File: config.mk
export PLATFORM = sky130hd
export DESIGN_NAME = color_map2d_stream_flat
export DESIGN_NICKNAME = d
export VERILOG_FILES = /design/src/rtl/color_map2d_stream_if.sv /design/src/rtl/color_map2d_stream.sv /design/src/flat_wrapper.sv
export SDC_FILE = /design/constraint.sdc
export NUM_CORES = 1
export LEC_CHECK = 0
export BUFFER_PORTS_ARGS = -buffer_cell sky130_fd_sc_hd__buf_4
export CAP_MARGIN = 20
export CORE_AREA = 2 2 100 102
export DETAILED_ROUTE_END_ITERATION = 10
export DIE_AREA = 0 0 102 104
export HOLD_SLACK_MARGIN = 0.12
export PLACE_DENSITY = 0.6
export SLEW_MARGIN = 20
export SYNTH_ARGS = -nofsm -noshare
export SYNTH_HDL_FRONTEND = slang
export SYNTH_SLANG_ARGS = --single-unit
File: constraint.sdc
create_clock -name clk -period 4.03 [get_ports clk]
set_input_delay 0.403 -clock clk [delete_from_list [all_inputs] [get_ports clk]]
set_output_delay 0.403 -clock clk [all_outputs]
set_load 0.1 [all_outputs]
File: src/rtl/color_map2d_stream_if.sv
// Stream bundle for color_map2d_stream.
// Purpose: groups the input beat (x, y, mode, in_last with valid/ready) and
// the output beat (r, g, b, out_last with valid/ready) into one interface.
// Modports:
//   master - the producer/consumer side (drives the input beat and out_ready)
//   slave  - the colour mapper (accepts input beats, produces output beats)
interface color_map2d_stream_if #(
  parameter int W  = 8,
  parameter int OW = 8
);
  logic          in_valid;
  logic          in_ready;
  logic [W-1:0]  x;
  logic [W-1:0]  y;
  logic [1:0]    mode;
  logic          in_last;
  logic          out_valid;
  logic          out_ready;
  logic [OW-1:0] r;
  logic [OW-1:0] g;
  logic [OW-1:0] b;
  logic          out_last;

  modport master (
    output in_valid, x, y, mode, in_last, out_ready,
    input  in_ready, out_valid, r, g, b, out_last
  );

  modport slave (
    input  in_valid, x, y, mode, in_last, out_ready,
    output in_ready, out_valid, r, g, b, out_last
  );
endinterface

File: src/rtl/color_map2d_stream.sv
// color_map2d_stream: maps a coordinate pair (x, y) to an RGB colour using
// one of four colour maps chosen per beat by mode. Two-stage valid/ready
// pipeline: S1 captures the beat, S2 holds the computed colour.
// Ports:
//   clk - clock, rising edge
//   rst - asynchronous active-high reset
//   s   - stream bundle (slave side): in_valid/in_ready/x/y/mode/in_last in,
//         out_valid/out_ready/r/g/b/out_last out
module color_map2d_stream #(
  parameter int W  = 8,
  parameter int OW = 8
) (
  input logic                clk,
  input logic                rst,
  color_map2d_stream_if.slave s
);

  logic          s1_valid;
  logic          s2_valid;
  logic          adv1;
  logic          adv2;

  logic [W-1:0]  s1_x_reg;
  logic [W-1:0]  s1_y_reg;
  logic [1:0]    s1_mode_reg;
  logic          s1_last_reg;

  logic [OW-1:0] r_reg;
  logic [OW-1:0] g_reg;
  logic [OW-1:0] b_reg;
  logic          last_reg;

  logic [OW-1:0] r_next;
  logic [OW-1:0] g_next;
  logic [OW-1:0] b_next;

  logic [W:0]    sum;
  logic [W-1:0]  d;
  logic [OW-1:0] avg;
  logic [OW-1:0] dv;
  logic [OW-1:0] xt;
  logic [OW-1:0] yt;
  logic [OW-1:0] t;
  logic          h;

  // S2 may load when empty or when its beat leaves; S1 likewise relative to S2.
  assign adv2       = !s2_valid || s.out_ready;
  assign adv1       = !s1_valid || adv2;
  assign s.in_ready = adv1;

  assign s.out_valid = s2_valid;
  assign s.r         = r_reg;
  assign s.g         = g_reg;
  assign s.b         = b_reg;
  assign s.out_last  = last_reg;

  // Colour arithmetic on the S1 beat; the top OW bits of each quantity are used.
  assign sum = {1'b0, s1_x_reg} + {1'b0, s1_y_reg};
  assign d   = (s1_x_reg > s1_y_reg) ? (s1_x_reg - s1_y_reg) : (s1_y_reg - s1_x_reg);
  assign avg = sum[W -: OW];
  assign dv  = d[W-1 -: OW];
  assign xt  = s1_x_reg[W-1 -: OW];
  assign yt  = s1_y_reg[W-1 -: OW];
  assign h   = avg[OW-1];
  assign t   = {avg[OW-2:0], 1'b0};

  // Low-order bits dropped by the truncations above are intentionally unused.
  logic unused_bits;
  assign unused_bits = ^{sum, d, s1_x_reg, s1_y_reg};

  always_comb begin
    r_next = '0;
    g_next = '0;
    b_next = '0;
    case (s1_mode_reg)
      2'd0: begin
        r_next = xt;
        g_next = yt;
        b_next = ~avg;
      end
      2'd1: begin
        r_next = avg;
        g_next = avg;
        b_next = avg;
      end
      2'd2: begin
        // Sign of x - y selects the channel; equal coordinates give black.
        if (s1_x_reg > s1_y_reg) begin
          r_next = dv;
        end else if (s1_y_reg > s1_x_reg) begin
          b_next = dv;
        end
      end
      default: begin
        // Heat ramp: lower half blue->green, upper half green->red.
        if (!h) begin
          g_next = t;
          b_next = ~t;
        end else begin
          r_next = t;
          g_next = ~t;
        end
      end
    endcase
  end

  always_ff @(posedge clk or posedge rst) begin
    if (rst) begin
      s1_valid    <= 1'b0;
      s2_valid    <= 1'b0;
      s1_x_reg    <= '0;
      s1_y_reg    <= '0;
      s1_mode_reg <= '0;
      s1_last_reg <= 1'b0;
      r_reg       <= '0;
      g_reg       <= '0;
      b_reg       <= '0;
      last_reg    <= 1'b0;
    end else begin
      if (adv1) begin
        s1_valid <= s.in_valid;
      end
      // Data registers only load with a real beat so idle stages stay quiet.
      if (adv1 && s.in_valid) begin
        s1_x_reg    <= s.x;
        s1_y_reg    <= s.y;
        s1_mode_reg <= s.mode;
        s1_last_reg <= s.in_last;
      end
      if (adv2) begin
        s2_valid <= s1_valid;
      end
      if (adv2 && s1_valid) begin
        r_reg    <= r_next;
        g_reg    <= g_next;
        b_reg    <= b_next;
        last_reg <= s1_last_reg;
      end
    end
  end

endmodule

File: src/flat_wrapper.sv
// flat-port wrapper written by rule: the top's interface ports become plain ports
module color_map2d_stream_flat 
#(
  parameter int W  = 8,
  parameter int OW = 8
)
  (clk, rst, s_in_valid, s_x, s_y, s_mode, s_in_last, s_out_ready, s_in_ready, s_out_valid, s_r, s_g, s_b, s_out_last);
  color_map2d_stream_if #(.W(W), .OW(OW)) s_i ();
  input logic clk;
  input logic rst;
  input wire logic [$bits(s_i.in_valid)-1:0] s_in_valid;
  input wire logic [$bits(s_i.x)-1:0] s_x;
  input wire logic [$bits(s_i.y)-1:0] s_y;
  input wire logic [$bits(s_i.mode)-1:0] s_mode;
  input wire logic [$bits(s_i.in_last)-1:0] s_in_last;
  input wire logic [$bits(s_i.out_ready)-1:0] s_out_ready;
  output wire logic [$bits(s_i.in_ready)-1:0] s_in_ready;
  output wire logic [$bits(s_i.out_valid)-1:0] s_out_valid;
  output wire logic [$bits(s_i.r)-1:0] s_r;
  output wire logic [$bits(s_i.g)-1:0] s_g;
  output wire logic [$bits(s_i.b)-1:0] s_b;
  output wire logic [$bits(s_i.out_last)-1:0] s_out_last;
  assign s_i.in_valid = s_in_valid;
  assign s_i.x = s_x;
  assign s_i.y = s_y;
  assign s_i.mode = s_mode;
  assign s_i.in_last = s_in_last;
  assign s_i.out_ready = s_out_ready;
  assign s_in_ready = s_i.in_ready;
  assign s_out_valid = s_i.out_valid;
  assign s_r = s_i.r;
  assign s_g = s_i.g;
  assign s_b = s_i.b;
  assign s_out_last = s_i.out_last;
  color_map2d_stream #(.W(W), .OW(OW)) u_core (.clk(clk), .rst(rst), .s(s_i));
endmodule
==> results.tsv, run 1 <==
stage	metric	value	unit
run_status	status	completed	
sta	period_share	74.9	%
synthesis	synth_edf_count	0	
sta	worst_pin_slew	983	ps
synthesis	synth_top_family_by_area	compound AO/OA/AOI/OAI gates	
clock_network	clk_pin_slew	100	ps
sta	tns	0	ps
clock_network	cts_tree	built	
route	wl	10.3	mm
die	core_area	9550	um2
route	avgRoutedWirePerCell	17.5	um
die	num_io_pins	50	
global_route	track_usage	20.2	%
die	rows	36	
route	route.detailed.drc	0	
clock_network	numCtsBuffers	5	
placement	port_buffers	49	
synthesis	synthArstFlopShare	100	%
sta	fin_skew	9.20	ps
synthesis	ys_warn_count	0	
clock_network	htree_levels	2	
placement	hpwl	7.93	mm
min_path	hold_path.class	in2async	
sta	report.final.hold_viol_count	0	
global_route	antenna_found_initial	0	
worst_setup_path	end_kind	flip-flop	
synthesis	synth-simple-area-share	14.8	%
layout	fin_nets	521	
clock_network	hold_buffers	0	
global_route	grt_first_pass_wirelength	16.9	mm
route	drtAntennaViolNets	0	
placement	place_congestion	0.907	
die	die_x	102	um
synthesis	syn_nets	482	
clock_network	clock-sinks	46	
sta	rsz0062_at_grt	false	
clock_network	root_buffer	clkbuf_8	
synthesis	synth.mux.area_fraction	6.50	%
layout	antenna_cells	0	
route	dr.pass1.iters	5	
synthesis	syn_area_per_cell	8.99	um2
sta	finalMaxSlewViolations	0	
clock_network	clk_latency	310	ps
layout	final_cell_mix	54 x buf_4, 46 x dfrtp_1, 38 x ha_1	
clock_network	post-cts-setup-buffer-count	0	
power_and_ir_drop	power	3.10	mW
die	dieArea	10600	um2
global_route	grt_pass1_vias	3150	
route	vias_per_cell	5.51	
synthesis	yosysSeqAreaShare	30.6	%
clock_network	clockBufferDepth	2	
synthesis	synthAdderAreaFrac	14.3	%
synthesis	synth_ff_type	dfrtp_1	
layout	drive_gt1_share	20.1	%
global_route	grt_util_met2	30.5	%
synthesis	synth-xor-area-share	3.60	%
layout	nFillCells	970	
route	num_vias	3258	
synthesis	syn_inst	418	
clock_network	cts_resized	0	
power_and_ir_drop	peakVddDrop	296	uV
route	dr.first_iter.drc_count	200	
worst_setup_path	critPathArrivalTime	3230	ps
layout	final_common_cell	buf_4	
sta	fmax	331	MHz
synthesis	synth-compound-area-share	23.9	%
job	maxCapViolCount	0	
worst_setup_path	cp.required	4240	ps
synthesis	synth_seq_cells	46	
global_route	busiest_layer	met1	
sta	finalSetupViolations	0	
global_route	met1_usage	30.9	%
global_route	grt_max_degree	47	
layout	areaGrowthSynthToFinish	15.0	%
power_and_ir_drop	power_density	718	nW/um2
global_route	use_met3	1.95	%
die	initial_core_util	39.3	%
sta	final.min_clock_period	3020	ps
synthesis	ys_types	65	
worst_setup_path	critPathKind	reg2reg	
worst_setup_path	startpoint_type	flip-flop	
global_route	grt_overflow_total	0	
worst_setup_path	cp_max_fo	12	
sta	slew_headroom	34.5	%
die	die_h	104	um
power_and_ir_drop	leakagePower	1.96	nW
synthesis	synth_area	3760	um2
## power by group
group          total, mW  leakage, nW  switching [mW]  internal [mW]
sequential         0.700        0.543           0.109          0.591
combinational       2.10         1.37            1.51          0.592
clock              0.301       0.0441           0.178          0.122
total               3.10         1.96            1.80           1.31
## routing by layer
metal | share of wire, % | up-vias
li1 | - | 1589
met4 | 1.3 | 0
met2 | 44 | 96
met3 | 4.4 | 14
met1 | 50 | 1559
met5 | 0 | -
## synth_stat cells, drive strengths merged (2+ instances only)
cell	instances	area (um2)
nor2b	5	31.3
mux2i	3	30.0
nand2b	6	37.5
o21a	6	45.0
mux2	19	214
and3	7	43.8
o22ai	4	31.3
a31oi	9	56.3
and2	4	25.0
a32oi	3	26.3
o21bai	2	15.0
nand3	5	25.0
fa	3	60.1
a211oi	5	37.5
or3	5	31.3
o21ai	28	140
xor2	4	35.0
a221oi	3	26.3
o31ai	2	28.8
a221o	2	20.0
o211a	2	20.0
buf	7	42.5
nor3	13	65.1
nor3b	3	22.5
o31a	2	17.5
clkbuf	15	56.3
a21oi	34	170
xnor2	8	77.6
a2111o	4	45.0
inv	36	135
nand2	26	97.6
ha	38	475
nor2	24	90.1
nor4b	2	32.5
a211o	3	26.3
dfrtp	46	1150
nand3b	2	15.0
o211ai	10	75.1
nand4	2	18.8
## critical path: stages, from the launching register on
cell and delay [ps]:
dfrtp_1 430, inv_1 70, ha_1 530, clkinv_1 360, a32oi_1 430, a31oi_1 150
inv_1 260, ha_1 290, and3_1 140, a211o_1 260
## cell type report
cell class,instances,area [um2],area share (%)
tap,133,166,3.85
clock inverter,3,21.3,0.492
inverter,37,140,3.24
clock buffer,5,68.8,1.59
timing repair buffer,54,405,9.38
multi-input combinational,313,2370,54.8
sequential,46,1150,26.6
## metrics by stage
step | cells | hold slack (ps) | util (%) | worst slack, ps | area [um2]
detailed placement | 583 | 474 | 44.3 | 1030 | 4230
finish | 591 | 222 | 45.2 | 1010 | 4320
CTS | 591 | 282 | 45.2 | 1020 | 4320
global placement | 583 | 465 | 44.3 | 1070 | 4230
floorplan | 418 | 433 | - | 631 | 3760
global route | 591 | 280 | 45.2 | 795 | 4320
## kinds of logic after synthesis
| logic type | count (synthesis) |
|---|---|
| DFF | 46 |
| and+or+nand+nor | 107 |
| AOI/OAI and AO/OA | 130 |
| muxes | 22 |
| xor gates and xnor gates | 13 |
| buffers and inverters | 59 |
| adders and majority gates | 41 |
## path summary, 6_finish.rpt
| check | cells after the start | endpoint | slack [ps] | startpoint |
|---|---|---|---|---|
| max | 9 | u_core.s.g[4]$_DFFE_PP0P_ | 1010 | u_core.s1_y_reg[5]$_DFFE_PP0P_ |
| max in group asynchronous | 2 | u_core.s.g[3]$_DFFE_PP0P_ | 3320 | rst |
| min reg2reg | 2 | u_core.s.r[0]$_DFFE_PP0P_ | 490 | u_core.s.r[0]$_DFFE_PP0P_ |
| max reg2reg | 9 | u_core.s.g[4]$_DFFE_PP0P_ | 1010 | u_core.s1_y_reg[5]$_DFFE_PP0P_ |
| min | 2 | u_core.s.b[5]$_DFFE_PP0P_ | 220 | rst |
| min in group clk | 2 | u_core.s1_valid$_DFFE_PP0N_ | 280 | s_in_valid |
No activity file was read; power rests on OpenSTA's default activity.
==> run 2: changes to the inputs <==
--- a/config.mk
+++ b/config.mk
@@ -5,6 +5,7 @@
 export SDC_FILE = /design/constraint.sdc
 export NUM_CORES = 1
 export LEC_CHECK = 0
+export ABC_AREA = 1
 export BUFFER_PORTS_ARGS = -buffer_cell sky130_fd_sc_hd__buf_4
 export CAP_MARGIN = 20
 export CORE_AREA = 2 2 100 102
==> constraint.sdc (replaced) <==
create_clock -name clk -period 2.9 [get_ports clk]
set_input_delay 0.29 -clock clk [delete_from_list [all_inputs] [get_ports clk]]
set_output_delay 0.29 -clock clk [all_outputs]
set_load 0.1 [all_outputs]
==> results.tsv, run 2 <==
stage	metric	value	unit	change
synthesis	synthTopCellsByCount	148 x nand2_1, 61 x inv_1, 55 x nor2_1		
run_status	status	completed		
synthesis	synth_area	3710	um2	-1.1%
placement	port_buffers	49		unchanged
synthesis	synth-simple-area-share	30.2	%	+15 points
power_and_ir_drop	power_density	1050	nW/um2	+46%
sta	finalSetupViolations	0		unchanged
global_route	grt_overflow_total	0		unchanged
placement	place_congestion	0.933		+2.9%
sta	fmax	401	MHz	+21%
worst_setup_path	rr_worst_depth	12		+3
route	drtAntennaViolNets	0		unchanged
layout	fin_nets	625		+20%
synthesis	synth.mux.area_fraction	0	%	-6.5 points
clock_network	htree_levels	2		unchanged
die	die_x	102	um	unchanged
die	rows	36		unchanged
min_path	hold_path.class	in2async		
clock_network	clock-sinks	46		unchanged
worst_setup_path	critPathKind	reg2reg		
power_and_ir_drop	leakagePower	2.29	nW	+17%
sta	tns	0	ps	unchanged
clock_network	numCtsBuffers	5		unchanged
global_route	grt_first_pass_wirelength	16.1	mm	-5.2%
synthesis	synth_seq_cells	46		unchanged
die	die_h	104	um	unchanged
route	dr.pass1.iters	5		unchanged
synthesis	synth_ff_type	dfrtp_1		
clock_network	clk_latency	310	ps	about the same
layout	drive_gt1_share	17.4	%	-2.6 points
global_route	antenna_found_initial	0		unchanged
route	vias_per_cell	4.87		-12%
power_and_ir_drop	power	4.48	mW	+45%
power_and_ir_drop	peakVddDrop	503	uV	+70%
route	avgRoutedWirePerCell	13.5	um	-23%
placement	hpwl	7.44	mm	-6.1%
placement	dpl_worst_slack	466	ps	-565 ps
worst_setup_path	startpoint_type	flip-flop		
synthesis	ys_warn_count	0		unchanged
sta	slew_headroom	46.4	%	+12 points
sta	finalMaxSlewViolations	0		unchanged
layout	antenna_cells	0		unchanged
synthesis	syn_area_per_cell	7.18	um2	-20%
clock_network	cts_resized	0		unchanged
die	dieArea	10600	um2	unchanged
global_route	track_usage	18.8	%	-1.3 points
route	route.detailed.drc	0		unchanged
sta	rsz0062_at_grt	false		
sta	final.min_clock_period	2500	ps	-521 ps
sta	setup_ws	404	ps	-609 ps
synthesis	syn_inst	517		+24%
sta	fin_skew	12.1	ps	+2.95 ps
layout	final_common_cell	nand2_1		
synthesis	synth_top_area_cell	dfrtp_1		
synthesis	yosys-top-cells-area	dfrtp_1 31%, nand2_1 15%, ha_1 13%		
clock_network	post-cts-setup-buffer-count	0		unchanged
synthesis	synth_edf_count	0		unchanged
sta	worst_pin_slew	803	ps	-180 ps
sta	period_share	86.1	%	+11 points
job	maxCapViolCount	0		unchanged
worst_setup_path	cp.required	3090	ps	-1150 ps
worst_setup_path	end_kind	flip-flop		
die	core_area	9550	um2	unchanged
synthesis	yosysSeqAreaShare	31.0	%	+0.35 points
clock_network	hold_buffers	0		unchanged
layout	final_cell_mix	148 x nand2_1, 60 x inv_1, 55 x nor2_1, 55 x buf_4, 46 x dfrtp_1		
sta	fin_hold_ws	104	ps	-118 ps
synthesis	synth_top_area_share	31.0	%	+0.35 points
clock_network	root_buffer	clkbuf_8		
layout	final_cells	695		+18%
route	dr.first_iter.drc_count	223		+12%
global_route	grt_max_degree	47		unchanged
synthesis	synth-compound-area-share	12.2	%	-12 points
synthesis	syn_nets	581		+21%
route	num_vias	3385		+3.9%
synthesis	ys_types	41		-37%
global_route	grt_pass1_vias	3312		+5.1%
layout	areaGrowthSynthToFinish	15.2	%	
synthesis	yosysMostFrequentCell	nand2_1		
worst_setup_path	critPathArrivalTime	2680	ps	-550 ps
placement	dp_cells	687		+18%
die	num_io_pins	50		unchanged
synthesis	synth_top_family_by_area	simple AND/OR/NAND/NOR gates		
synthesis	synthArstFlopShare	100	%	unchanged
synthesis	synth-xor-area-share	2.09	%	-1.5 points
layout	finalInstanceArea	4280	um2	-0.98%
clock_network	clockBufferDepth	2		unchanged
route	wl	9.37	mm	-9.4%
worst_setup_path	cp_max_fo	11		-1
synthesis	synthAdderAreaFrac	14.4	%	+0.16 points
layout	fin_util	44.8	%	-0.45 points
sta	report.final.hold_viol_count	0		unchanged
clock_network	cts_tree	built		
clock_network	clk_pin_slew	90	ps	about the same
placement	placed_area	4190	um2	-0.92%
die	initial_core_util	38.9	%	-0.45 points
## run 2: final cells by class
| class | count | area [um2] |
|---|---|---|
| Sequential cell | 46 | 1150 |
| Clock inverter | 2 | 13.8 |
| Clock buffer | 6 | 72.6 |
| Timing Repair Buffer | 55 | 413 |
| Inverter | 72 | 272 |
| Tap cell | 133 | 166 |
| Multi-Input combinational cell | 381 | 2190 |
| Fill cell | 1047 | 5270 |
## run 2: final timing paths
path / start / endpoint / slack [ps]
worst max-delay path: u_core.s1_y_reg[2]$_DFFE_PP0P_ / u_core.s.g[7]$_DFFE_PP0P_ / 400
worst min-delay path: rst / u_core.s1_last_reg$_DFFE_PP0P_ / 100
worst max register to register: u_core.s1_y_reg[2]$_DFFE_PP0P_ / u_core.s.g[7]$_DFFE_PP0P_ / 400
worst min register to register: u_core.s.b[4]$_DFFE_PP0P_ / u_core.s.b[4]$_DFFE_PP0P_ / 490
max in group asynchronous: rst / u_core.s.g[7]$_DFFE_PP0P_ / 2300
min in group clk: s_y[3] / u_core.s1_y_reg[3]$_DFFE_PP0P_ / 220
## run 2: logic make-up (layout without fill, tap and decap cells)
logic type,after synthesis,count (layout)
AND/OR/NAND/NOR,255,255
buffers and inverters,90,135
AO/OA/AOI/OAI,77,77
flip-flops,46,46
adder cells (fa/ha/maj),41,41
XOR/XNOR,8,8
## run 2: metal layers
metal  track usage, %  wire length (um)
met1             27.6              4570
met4             4.10               101
met3             2.49               450
met5                0                 0
met2             29.5              4250
## run 2: power by group
group	total (mW)	switching [mW]	internal [mW]
clock network	0.400	0.229	0.171
registers	0.992	0.146	0.847
logic	3.09	2.33	0.758
total	4.48	2.71	1.78
## run 2: critical path: stages, from the launching register on
cell and delay, ps:
dfrtp_1 440, inv_1 90, ha_1 570, nor2_1 140, nor2_1 160, nand2_1 100, nand2_1 90, nand3_1 100
nand2_1 140, inv_1 60, ha_1 270, a21oi_1 130, a21oi_1 80
==> run 3: changes to the inputs <==
--- a/config.mk
+++ b/config.mk
@@ -8,11 +8,14 @@
 export ABC_AREA = 1
 export BUFFER_PORTS_ARGS = -buffer_cell sky130_fd_sc_hd__buf_4
 export CAP_MARGIN = 20
-export CORE_AREA = 2 2 100 102
+export CELL_PAD_IN_SITES_DETAIL_PLACEMENT = 1
+export CELL_PAD_IN_SITES_GLOBAL_PLACEMENT = 1
+export CORE_AREA = 2 2 98 100
 export DETAILED_ROUTE_END_ITERATION = 10
-export DIE_AREA = 0 0 102 104
+export DIE_AREA = 0 0 100 102
+export GPL_ROUTABILITY_DRIVEN = 0
 export HOLD_SLACK_MARGIN = 0.12
-export PLACE_DENSITY = 0.6
+export PLACE_DENSITY = 0.8
 export SLEW_MARGIN = 20
 export SYNTH_ARGS = -nofsm -noshare
 export SYNTH_HDL_FRONTEND = slang
==> results.tsv, run 3 (synthesis gave the netlist of run 2 again) <==
stage	metric	value	unit	change
worst_setup_path	end_kind	flip-flop		
sta	fmax	386	MHz	-3.6%
layout	antenna_cells	0		unchanged
global_route	grt_overflow_total	0		unchanged
worst_setup_path	cp.required	3110	ps	+20 ps
clock_network	clk_latency	310	ps	about the same
worst_setup_path	critPathKind	reg2reg		
die	dieArea	10200	um2	-3.8%
worst_setup_path	startpoint_type	flip-flop		
route	wl	10.4	mm	+11%
sta	period_share	89.2	%	+3.2 points
route	drtAntennaViolNets	0		unchanged
sta	fin_skew	6.34	ps	-5.81 ps
clock_network	root_buffer	clkbuf_8		
worst_setup_path	worstPathCellList	inv_1 -> fa_1 -> nand3b_1 -> nand2_2 -> nand4_1 -> nand2_1 -> inv_1 -> ha_1 -> nor2_1 -> nor2_1 -> nand2_1 -> nand2_1		
route	wl_met1	5.03	mm	+10%
die	die_x	100	um	-2.0%
clock_network	clk_pin_slew	90	ps	about the same
worst_setup_path	critPathArrivalTime	2800	ps	+120 ps
worst_setup_path	r2r-start	u_core.s1_y_reg[1]$_DFFE_PP0P_		
die	num_io_pins	50		unchanged
worst_setup_path	cp_top_family	simple AND/OR/NAND/NOR gates		
clock_network	clockBufferDepth	2		unchanged
route	num_vias	3432		+1.4%
placement	dpl_worst_slack	325	ps	-141 ps
run_status	status	completed		
die	die_h	102	um	-1.9%
route	met3_length	446	um	-0.89%
worst_setup_path	slowest_stage	fa_1		
route	vias_per_cell	5.09		+4.5%
worst_setup_path	cp_max_fo	8		-3
min_path	hold_path.class	in2async		
power_and_ir_drop	power_density	1070	nW/um2	+2.0%
worst_setup_path	critPathCapture	u_core.s.b[3]$_DFFE_PP0P_		
global_route	antenna_found_initial	0		unchanged
power_and_ir_drop	leakagePower	2.29	nW	+0.21%
clock_network	post-cts-setup-buffer-count	0		unchanged
die	core_area	9110	um2	-4.6%
route	dr.first_iter.drc_count	133		-40%
route	dr.max_layer_used	met4		
worst_setup_path	cpPeakStageDelay	500	ps	-70 ps
route	avgRoutedWirePerCell	15.5	um	+15%
worst_setup_path	rr_worst_depth	12		unchanged
worst_setup_path	crit_path_frequent_cell	nand2_1		
power_and_ir_drop	peakVddDrop	530	uV	+5.4%
die	rows	35		-2.8%
sta	tns	0	ps	unchanged
layout	fin_nets	626		+0.16%
placement	hpwl	8.33	mm	+12%
placement	port_buffers	49		unchanged
worst_setup_path	rrSetupSlack	310	ps	-90 ps
die	initial_core_util	40.8	%	+1.9 points
sta	finalSetupViolations	0		unchanged
layout	drive_gt1_share	17.6	%	+0.15 points
worst_setup_path	r2r-end	u_core.s.b[3]$_DFFE_PP0P_		
layout	areaGrowthSynthToFinish	14.7	%	
sta	final.min_clock_period	2590	ps	+92.2 ps
worst_setup_path	startpoint	u_core.s1_y_reg[1]$_DFFE_PP0P_		
sta	worst_pin_slew	817	ps	+14.1 ps
sta	slew_headroom	45.4	%	-1.0 points
global_route	track_usage	21.6	%	+2.8 points
global_route	grt_pass1_vias	3535		+6.7%
route	route.detailed.drc	0		unchanged
layout	final_cell_mix	148 x nand2_1, 60 x inv_1, 56 x buf_4		
global_route	grt_max_degree	47		unchanged
worst_setup_path	cp_num_buf_inv	2		unchanged
job	maxCapViolCount	0		unchanged
layout	final_common_cell	nand2_1		
sta	report.final.hold_viol_count	0		unchanged
clock_network	htree_levels	2		unchanged
clock_network	cts_resized	0		unchanged
global_route	grt_first_pass_wirelength	17.6	mm	+9.5%
worst_setup_path	cp_num_cells	12		unchanged
route	dr.pass1.iters	4		-1
clock_network	hold_buffers	0		unchanged
clock_network	clock-sinks	46		unchanged
sta	setup_ws	312	ps	-92.2 ps
route	dr_wl_met2	4.79	mm	+13%
sta	rsz0062_at_grt	false		
layout	nFillCells	1215		+16%
sta	finalMaxSlewViolations	0		unchanged
clock_network	numCtsBuffers	5		unchanged
clock_network	cts_tree	built		
[run 3: routing by layer]
metal | vias up | track usage (%)
li1 | 1718 | -
met1 | 1637 | 30.3
met2 | 62 | 35.6
met3 | 15 | 2.53
met4 | 0 | 5.90
met5 | - | 0
[run 3: report_power, final]
group          internal (mW)  total, mW  switching, mW
registers              0.847      0.991          0.145
clock network          0.171      0.409          0.239
logic                  0.766       3.15           2.38
[run 3: worst min path at each step]
stage	from	endpoint	slack, ps	cells past startpoint
floorplan	s_in_last	u_core.s1_last_reg$_DFFE_PP0P_	450	2
detailed placement	u_core.s.b[0]$_DFFE_PP0P_	u_core.s.b[0]$_DFFE_PP0P_	470	2
finish	rst	u_core.s1_x_reg[2]$_DFFE_PP0P_	110	2
global route	rst	u_core.s1_y_reg[1]$_DFFE_PP0P_	180	2
global placement	u_core.s.r[1]$_DFFE_PP0P_	u_core.s.r[1]$_DFFE_PP0P_	460	2
CTS	s_x[3]	u_core.s1_x_reg[3]$_DFFE_PP0P_	210	3
[run 3: area by class of cell]
type | instances | area [um2] | area share [%]
multi-input combinational | 381 | 2190 | 51.4
sequential | 46 | 1150 | 27.0
timing repair buffer | 56 | 420 | 9.87
inverter | 72 | 272 | 6.38
tap | 111 | 139 | 3.26
clock buffer | 6 | 72.6 | 1.70
clock inverter | 2 | 13.8 | 0.323
[run 3: worst register-to-register path: cells and delay by family (launching register included)]
kind                       cells  cell delay [ps]
adders and majority gates      2              750
DFF                            1              470
buffers and inverters          2              370
and+or+nand+nor                8              910
[run 3: metrics by stage]
| step | util, % | cell area [um2] | hold WS, ps | instances | power (mW) |
|---|---|---|---|---|---|
| floorplan | - | 3720 | 449 | 517 | 3.44 |
| global placement | 45.8 | 4170 | 464 | 666 | 4.08 |
| detailed placement | 45.8 | 4170 | 471 | 666 | 4.15 |
| CTS | 46.7 | 4260 | 214 | 674 | 4.58 |
| global route | 46.7 | 4260 | 184 | 674 | 4.87 |
| finish | 46.7 | 4260 | 110 | 674 | 4.55 |
